## src/rtl/ws2811_encoder.sv

```systemverilog
// WS2811/WS2812 single-wire NRZ serialiser with a one-pixel holding buffer and end-of-frame latch.
// Optional feature macro: WS2811_INVERT_EN (drives dout inverted for inverting level shifters).
module ws2811_encoder #(
  parameter int unsigned T0H_CYCLES   = 20,
  parameter int unsigned T1H_CYCLES   = 40,
  parameter int unsigned BIT_CYCLES   = 62,
  parameter int unsigned LATCH_CYCLES = 2500
) (
  input  logic        clk,
  input  logic        rst,
  input  logic [23:0] pix_data,
  input  logic        pix_last,
  input  logic        pix_valid,
  output logic        pix_ready,
  output logic        dout,
  output logic        busy,
  output logic        underrun
);

`ifdef WS2811_INVERT_EN
  localparam logic IDLE_LEVEL = 1'b1;
`else
  localparam logic IDLE_LEVEL = 1'b0;
`endif

  localparam int unsigned MAX_CYCLES = (LATCH_CYCLES > BIT_CYCLES) ? LATCH_CYCLES : BIT_CYCLES;
  localparam int unsigned CW         = $clog2(MAX_CYCLES);

  if (!(T0H_CYCLES > 0 && T0H_CYCLES < T1H_CYCLES && T1H_CYCLES < BIT_CYCLES)) begin : g_param_check
    $error("ws2811_encoder: require 0 < T0H_CYCLES < T1H_CYCLES < BIT_CYCLES");
  end

  typedef enum logic [2:0] {
    S_IDLE,
    S_HIGH,
    S_LOW,
    S_WAIT,
    S_LATCH
  } state_t;

  state_t          state;
  state_t          state_next;
  logic [CW-1:0]   cnt;
  logic [CW-1:0]   cnt_next;
  logic [CW-1:0]   hi_end;
  logic [4:0]      bit_idx;
  logic [4:0]      bit_next;
  logic [23:0]     shift;
  logic [23:0]     shift_next;
  logic            cur_last;
  logic            last_next;
  logic [23:0]     hold_data;
  logic            hold_last;
  logic            hold_valid;
  logic            load;
  logic            accept;
  logic            dout_next;
  logic            underrun_next;

  assign pix_ready = ~hold_valid;
  assign accept    = pix_valid & ~hold_valid;
  assign hi_end    = shift[23] ? CW'(T1H_CYCLES - 1) : CW'(T0H_CYCLES - 1);

  // Holding register; a load empties it, an accept refills it.
  always_ff @(posedge clk) begin
    if (rst) begin
      hold_valid <= 1'b0;
      hold_data  <= '0;
      hold_last  <= 1'b0;
    end else begin
      if (load) begin
        hold_valid <= 1'b0;
      end
      if (accept) begin
        hold_valid <= 1'b1;
        hold_data  <= pix_data;
        hold_last  <= pix_last;
      end
    end
  end

  // State and datapath registers.
  always_ff @(posedge clk) begin
    if (rst) begin
      state    <= S_IDLE;
      cnt      <= '0;
      bit_idx  <= '0;
      shift    <= '0;
      cur_last <= 1'b0;
      dout     <= IDLE_LEVEL;
      busy     <= 1'b0;
      underrun <= 1'b0;
    end else begin
      state    <= state_next;
      cnt      <= cnt_next;
      bit_idx  <= bit_next;
      shift    <= shift_next;
      cur_last <= last_next;
      dout     <= dout_next ^ IDLE_LEVEL;
      busy     <= (state != S_IDLE);
      underrun <= underrun_next;
    end
  end

  // Next-state logic; the cycle counter spans HIGH+LOW of one bit, then is reused for the latch.
  always_comb begin
    state_next    = state;
    cnt_next      = cnt;
    bit_next      = bit_idx;
    shift_next    = shift;
    last_next     = cur_last;
    load          = 1'b0;
    dout_next     = 1'b0;
    underrun_next = 1'b0;

    case (state)
      S_IDLE: begin
        if (hold_valid) begin
          load       = 1'b1;
          state_next = S_HIGH;
        end
      end
      S_HIGH: begin
        dout_next = 1'b1;
        cnt_next  = cnt + CW'(1);
        if (cnt == hi_end) begin
          state_next = S_LOW;
        end
      end
      S_LOW: begin
        if (cnt == CW'(BIT_CYCLES - 1)) begin
          cnt_next = '0;
          if (bit_idx != 5'd0) begin
            bit_next   = bit_idx - 5'd1;
            shift_next = {shift[22:0], 1'b0};
            state_next = S_HIGH;
          end else if (cur_last) begin
            state_next = S_LATCH;
          end else if (hold_valid) begin
            load       = 1'b1;
            state_next = S_HIGH;
          end else begin
            underrun_next = 1'b1;
            state_next    = S_WAIT;
          end
        end else begin
          cnt_next = cnt + CW'(1);
        end
      end
      S_WAIT: begin
        if (hold_valid) begin
          load       = 1'b1;
          state_next = S_HIGH;
        end
      end
      S_LATCH: begin
        if (cnt == CW'(LATCH_CYCLES - 1)) begin
          cnt_next   = '0;
          state_next = S_IDLE;
        end else begin
          cnt_next = cnt + CW'(1);
        end
      end
      default: begin
        state_next = S_IDLE;
      end
    endcase

    if (load) begin
      shift_next = hold_data;
      last_next  = hold_last;
      bit_next   = 5'd23;
      cnt_next   = '0;
    end
  end

endmodule

```

## config.mk

```make
export PLATFORM = sky130hd
export DESIGN_NAME = ws2811_encoder
export DESIGN_NICKNAME = d
export VERILOG_FILES = /design/src/rtl/ws2811_encoder.sv
export SDC_FILE = /design/constraint.sdc
export NUM_CORES = 1
export LEC_CHECK = 0
export BUFFER_PORTS_ARGS = -buffer_cell sky130_fd_sc_hd__buf_2
export CORE_MARGIN = 4
export CORE_UTILIZATION = 29
export CTS_CLUSTER_SIZE = 10
export DETAILED_ROUTE_END_ITERATION = 8
export GPL_TIMING_DRIVEN = 0
export HOLD_SLACK_MARGIN = 0.08
export PLACE_DENSITY_LB_ADDON = 0.2
export SETUP_SLACK_MARGIN = 0.2
export SYNTH_ARGS = -nofsm -noshare
export SYNTH_HDL_FRONTEND = slang
export SYNTH_SLANG_ARGS = --single-unit
```

## constraint.sdc

```tcl
create_clock -name clk -period 1.95 [get_ports clk]
set_input_delay 0.39 -clock clk [delete_from_list [all_inputs] [get_ports clk]]
set_output_delay 0.39 -clock clk [all_outputs]
set_load 0.01 [all_outputs]
```

Word-level counts from Yosys, hierarchy flattened
Cells that the tools add are included.
{ "word_totals": {"regBits": 74, "latchBits": 0, "mem_bits_rw": 0, "romBits": 0, "output_inout_bits": 4, "wordCells": 72, "mem_count": 0} }
{ "op_classes": {"n_addsub": 2, "multipliers": 0, "n_div": 0, "magnitude_cmp": 0, "n_eq_ne": 11, "shift": 0, "muxes": 29, "n_bitwise": 4, "reduce_logical": 14} }
{ "ops": {"columns": ["operator", "n"], "rows": [
  ["24-bit 2-to-1 mux", 4],
  ["12-bit case mux with 3 select lines", 1],
  ["12-bit 2-to-1 mux", 2],
  ["5-bit 2-to-1 mux", 4],
  ["3-bit 2-to-1 mux", 6],
  ["12-bit by 1-bit adder with 12-bit output (second input constant)", 1],
  ["12-bit == test (second input constant)", 1],
  ["12-bit by 6-bit == test with 1-bit output", 1],
  ["12-bit by 6-bit == test with 1-bit output (second input constant)", 1],
  ["3-bit case mux with 4 select lines", 1],
  ["1-bit 2-to-1 mux", 8],
  ["2-bit nonzero test", 4],
  ["3-bit by 2-bit == test with 1-bit output (second input constant)", 2],
  ["6-bit 2-to-1 mux", 1],
  ["2-bit != test (second input constant)", 3],
  ["3-bit AND reduction", 2],
  ["3-bit nonzero test", 2],
  ["5-bit nonzero test", 1],
  ["5-bit OR reduction", 1],
  ["5-bit by 1-bit subtractor with 5-bit output (second input constant)", 1],
  ["4-bit AND reduction", 1],
  ["2-bit OR reduction", 2],
  ["3-bit by 1-bit == test with 1-bit output (second input constant)", 1],
  ["3-bit == test (second input constant)", 1],
  ["6 further kinds", 8]
]} }

Logic depth before layout (Yosys ltp)
{ "depth": {"depth_word": 7, "depth_mapped": 8} }

Worst setup path before layout
No wires, ideal clock.
{ "synth_path": {"kind": "reg2reg", "start": "reg bit_idx[0]", "end": "reg shift[17]", "setup_ns": 0.119, "arrival_ns": 1.971, "required_ns": 1.831, "path_slack_ns": -0.139, "stages_incl_launch_ff": 8, "path_buffers": 1, "synth_period_minus_slack_ns": 2.089, "cell_sequence": "dfxtp_1 > inv_1 > ha_1 > or3b_2 > nor4b_2 > a21oi_1 > buf_2 > o221a_2"} }
{ "synth_via": {"elab_chain_cells": 6, "elab_cells_between_ends": 9, "classes_between": "mux (4); reduce/logical (5)"} }
{ "synth_lines": {"columns": ["element", "line", "source"], "rows": [
  ["start: declaration", "46", "logic [4:0] bit_idx;"],
  ["start signal: assignment", "96", "bit_idx <= bit_next;"],
  ["5-bit nonzero test *", "133", "if (bit_idx != 5'd0) begin"],
  ["1-bit 2-to-1 mux", "133", null],
  ["1-bit 2-to-1 mux", "131", "if (cnt == CW'(BIT_CYCLES - 1)) begin"],
  ["1-bit case mux with 2 select lines", "116", "case (state)"],
  ["2-bit nonzero test (no line)", null, null],
  ["3-bit AND reduction (no line)", null, null],
  ["end signal: assignment", "97", "shift <= shift_next;"],
  ["end: declaration", "48", "logic [23:0] shift;"]
]} }
Every way passes the cells marked *; elsewhere a longest branch is shown, timed or not.
A chain may end at the register's enable or synchronous reset.

Final worst setup path
{ "layout_path": {"start": "reg bit_idx[1]", "end": "reg shift[1]"} }
The elaborated chain is that of the path after synthesis.

==> summary.txt <==
Clock network
  – Clock Tree Root: sky130_fd_sc_hd__clkbuf_16
  – Maximum clock insertion buffer count: 2
  – Clock latency of the later-clocked register in the worst-skew pair: 0.34 ns
  – Inserted Clock Buffers: 9
  – Cts hold-fix bufs: 0
  – CTS Sinks: 74
  – Clock-pin slew of the registers on the worst-case setup and hold paths: 0.06 ns
  – Number of levels the H-tree was split into: 3
  – TritonCTS clock tree: yes

Drt
  – Vias per cell: 5.359
  – Drc violations: 0
  – Average routed wire per standard cell: 16.70 µm
  – First DRT Iteration DRCs: 163
  – 1st-pass router iterations: 4
  – Number of vias in the routed layout: 3333
  – Total wirelength of the detailed-routed design: 10390 µm
  – Routed Antenna Nets: 0

Timing
  – Period utilization: 106.7%
  – Final clock skew: 0.008984 ns
  – Worst-Margin Slew: 0.6681 ns
  – Count of pins over their slew limit: 0
  – Shortest period the worst path allows: 2.081 ns
  – Worst slew margin relative to its limit: 55.46%
  – Setup Total Neg Slack: -2.722 ns
  – Final hold violations: 0
  – Max Fclk: 480.7 MHz
  – Setup ws final: -0.1305 ns
  – Final Setup Violations: 26
  – RSZ-0062 raised after global routing: true

Yosys
  – Register bit total from synthesis: 74
  – Main flop type after synthesis: sky130_fd_sc_hd__dfxtp_1
  – Fraction of registers with async set/reset: 0%
  – Count of distinct cell types in the synthesized netlist: 59
  – Gate count of the mapped netlist: 400
  – Total standard cell area after synthesis: 3488 µm²
  – Syn Nets: 431
  – Total number of yosys warnings: 0
  – Share of the yosys chip area belonging to registers: 42.47%
  – Post-synth EDFFs: 0
  – Avg Inst Size Synth: 8.721 µm²

Die
  – Core box area: 11610 µm²
  – Number of rows created at floorplan: 39
  – Floorplan die width: 117.7 µm
  – Area of the die: 13850 µm²
  – Die boundary height: 117.7 µm
  – I/O pin count: 32
  – Effective utilization at floorplan: 30.04%

Placed design
  – Buffers on Ports: 30
  – Placed cell areas: 4133 µm²
  – Post-Place Cells: 573
  – HPWL reported at the end of detailed placement: 6724 µm
  – Gp weighted congestion: 0.7571

Global route
  – Aggregate global routing overflow: 0
  – Wire length of the first global-routing pass: 17120 µm
  – Grt met1 use: 20.76%
  – Maximum number of pins on one net before global-route repair: 13
  – GRT met2 Usage: 22.85%
  – Number of antenna violations at the first check in global routing: 0
  – Peak-usage layer in the global routing report: met2
  – Via count of the first global-routing pass: 3367
  – GRT Util Overall: 15.20%
  – Met3 routing resource usage after global routing: 3.316%

Power
  – Power density of the placed cells: 1164 nW/µm²
  – Lkg Pwr: 1.963 nW
  – Peak supply drop: 0.0004473 V
  – Tot Pwr: 5.924 mW

Critical path
  – Crit Path Class: flop to flop
  – Critical path buffers and inverters: 3
  – Startpoint Class: flop
  – CP delay by family, top: compound AO/OA/AOI/OAI gates
  – Worst setup EP type: flop
  – Critical path's largest stage delay: 0.46 ns
  – Crit path cell chain: inv_2 > ha_4 > or4b_4 > buf_8 > a21o_1 > a31o_4 > buf_12 > o221a_4
  – Crit path max-delay cell type: sky130_fd_sc_hd__or4b_4
  – Crit-path max FO: 10
  – Crit path arrival time: 2.30 ns
  – Worst endpoint required time: 2.17 ns

Min path
  – Type of the most critical hold path: input port to flop

Run status
  – Failing checks: setup timing
  – Status: finished, violations left

Final layout
  – Final nets: 505
  – Commonest non-fill, non-tap cells in the layout: sky130_fd_sc_hd__dfxtp_1 (66), sky130_fd_sc_hd__nand2_1 (55), sky130_fd_sc_hd__buf_2 (30)
  – Proportion of layout cells with a drive suffix above 1: 40.08%
  – Most common cell after layout, fill and taps aside: sky130_fd_sc_hd__dfxtp_1
  – Post-layout instance count excluding filler cells: 622
  – Area Overhead vs Synth: 45.88%
  – Number of fillers in the final layout: 1108
  – Area of all placed cells without fillers: 5089 µm²
  – Share of the core filled with cells in the final layout: 43.82%
  – Diode insertion count for antenna repair: 0

Flow run
  – Number of max-capacitance violations reported: 0
[cells by family (layout without fill, tap and decap cells)]
| logic type | count (synthesis) | count (layout) | synth area share, % |
|---|---|---|---|
| AOI/OAI and AO/OA | 121 | 121 | 26.15 |
| buffers and inverters | 45 | 124 | 5.524 |
| and+or+nand+nor | 150 | 150 | 22.88 |
| muxes | 3 | 3 | 0.8967 |
| xor gates and xnor gates | 4 | 4 | 1.004 |
| adders and majority gates | 3 | 3 | 1.076 |
| DFF | 74 | 74 | 42.47 |
[state kept, by name, indices dropped and copies added (netlist names)]
| signal | cells |
|---|---|
| bit_idx | 5 |
| busy | 1 |
| cnt | 12 |
| cur_last | 1 |
| dout | 1 |
| hold_data | 24 |
| hold_last | 1 |
| hold_valid | 1 |
| shift | 24 |
| state | 3 |
| underrun | 1 |
[layout make-up]
cell class,count,area (µm²),area share [%]
timing repair buffer,63,461.7,9.073
multi-input combinational,281,2330,45.78
inverter,9,36.28,0.7131
sequential,74,1501,29.51
buffer,36,282.8,5.557
tap,143,178.9,3.516
clock buffer,12,246.5,4.844
clock inverter,4,51.30,1.008
[worst paths after layout]
kind / startpoint / endpoint / slack [ns] / cells after the start
setup / recovery: bit_idx[1]$_SDFFE_PP0P_ / shift[1]$_SDFFE_PP0P_ / -0.13 / 8
hold reg to reg: hold_data[0]$_SDFFE_PP0P_ / shift[0]$_SDFFE_PP0P_ / 0.46 / 2
hold / removal: pix_data[4] / hold_data[4]$_SDFFE_PP0P_ / 0.29 / 3
setup reg to reg: bit_idx[1]$_SDFFE_PP0P_ / shift[1]$_SDFFE_PP0P_ / -0.13 / 8
[metal layers]
metal | up-vias | part of all wire, %
met3 | 17 | 2.8
met2 | 55 | 45
li1 | 1664 | -
met4 | 0 | 2.3
met1 | 1597 | 50
met5 | - | 0
[where the power goes]
part | switching (mW) | total [mW] | internal [mW]
combinational | 1.15 | 2.30 | 1.15
sequential | 0.185 | 1.95 | 1.76
clock | 0.649 | 1.68 | 1.03
[worst min-delay path: stages]
cell and delay, ns:
sky130_fd_sc_hd__buf_2 0.10, sky130_fd_sc_hd__nand2_1 0.04, sky130_fd_sc_hd__a21oi_1 0.05
[timing repair]
| action | in CTS | in global routing |
|---|---|---|
| endpoints found under the hold margin | 0 | 0 |
| cloned | 2 | 0 |
| endpoints found under the setup margin | 46 | 69 |
| buffers inserted | 31 | 0 |
| pin swaps | 22 | 8 |
| resized for setup | 70 | 35 |
[per-stage QoR]
step,hold slack (ns),setup WS (ns)
after floorplan,0.4363,-0.01459
after global placement,0.4501,-0.3955
after global routing,0.2834,-0.1765
after detailed placement,0.4542,-0.4085
final,0.2879,-0.1305
after CTS,0.2759,-0.1231
[cells in the mapped netlist, drive strengths merged (2+ instances only)]
| master | instances | share of area, % |
|---|---|---|
| o21ai | 7 | 1.0 |
| nor4 | 5 | 1.3 |
| a21o | 2 | 0.43 |
| a31oi | 27 | 4.8 |
| a21oi | 29 | 4.2 |
| a31o | 2 | 0.50 |
| a2111oi | 2 | 0.50 |
| nor2 | 30 | 3.2 |
| xnor2 | 2 | 0.50 |
| and3 | 2 | 0.36 |
| buf | 13 | 2.0 |
| nor3 | 7 | 1.0 |
| mux2i | 2 | 0.57 |
| or3b | 2 | 0.57 |
| nor4b | 6 | 1.9 |
| clkbuf | 23 | 2.5 |
| nand4 | 8 | 1.6 |
| or4 | 8 | 1.9 |
| nand3 | 7 | 1.0 |
| o311ai | 2 | 0.50 |
| o31ai | 7 | 1.5 |
| a211oi | 11 | 2.7 |
| nor3b | 2 | 0.43 |
| nand2 | 57 | 6.1 |
| inv | 9 | 0.97 |
| xor2 | 2 | 0.50 |
| dfxtp | 74 | 42 |
| nand2b | 2 | 0.57 |
| o221a | 23 | 7.4 |
| ha | 3 | 1.1 |
| nor2b | 3 | 0.54 |
| or3 | 6 | 1.1 |
Note: power is estimated with default switching activity, not from simulation.
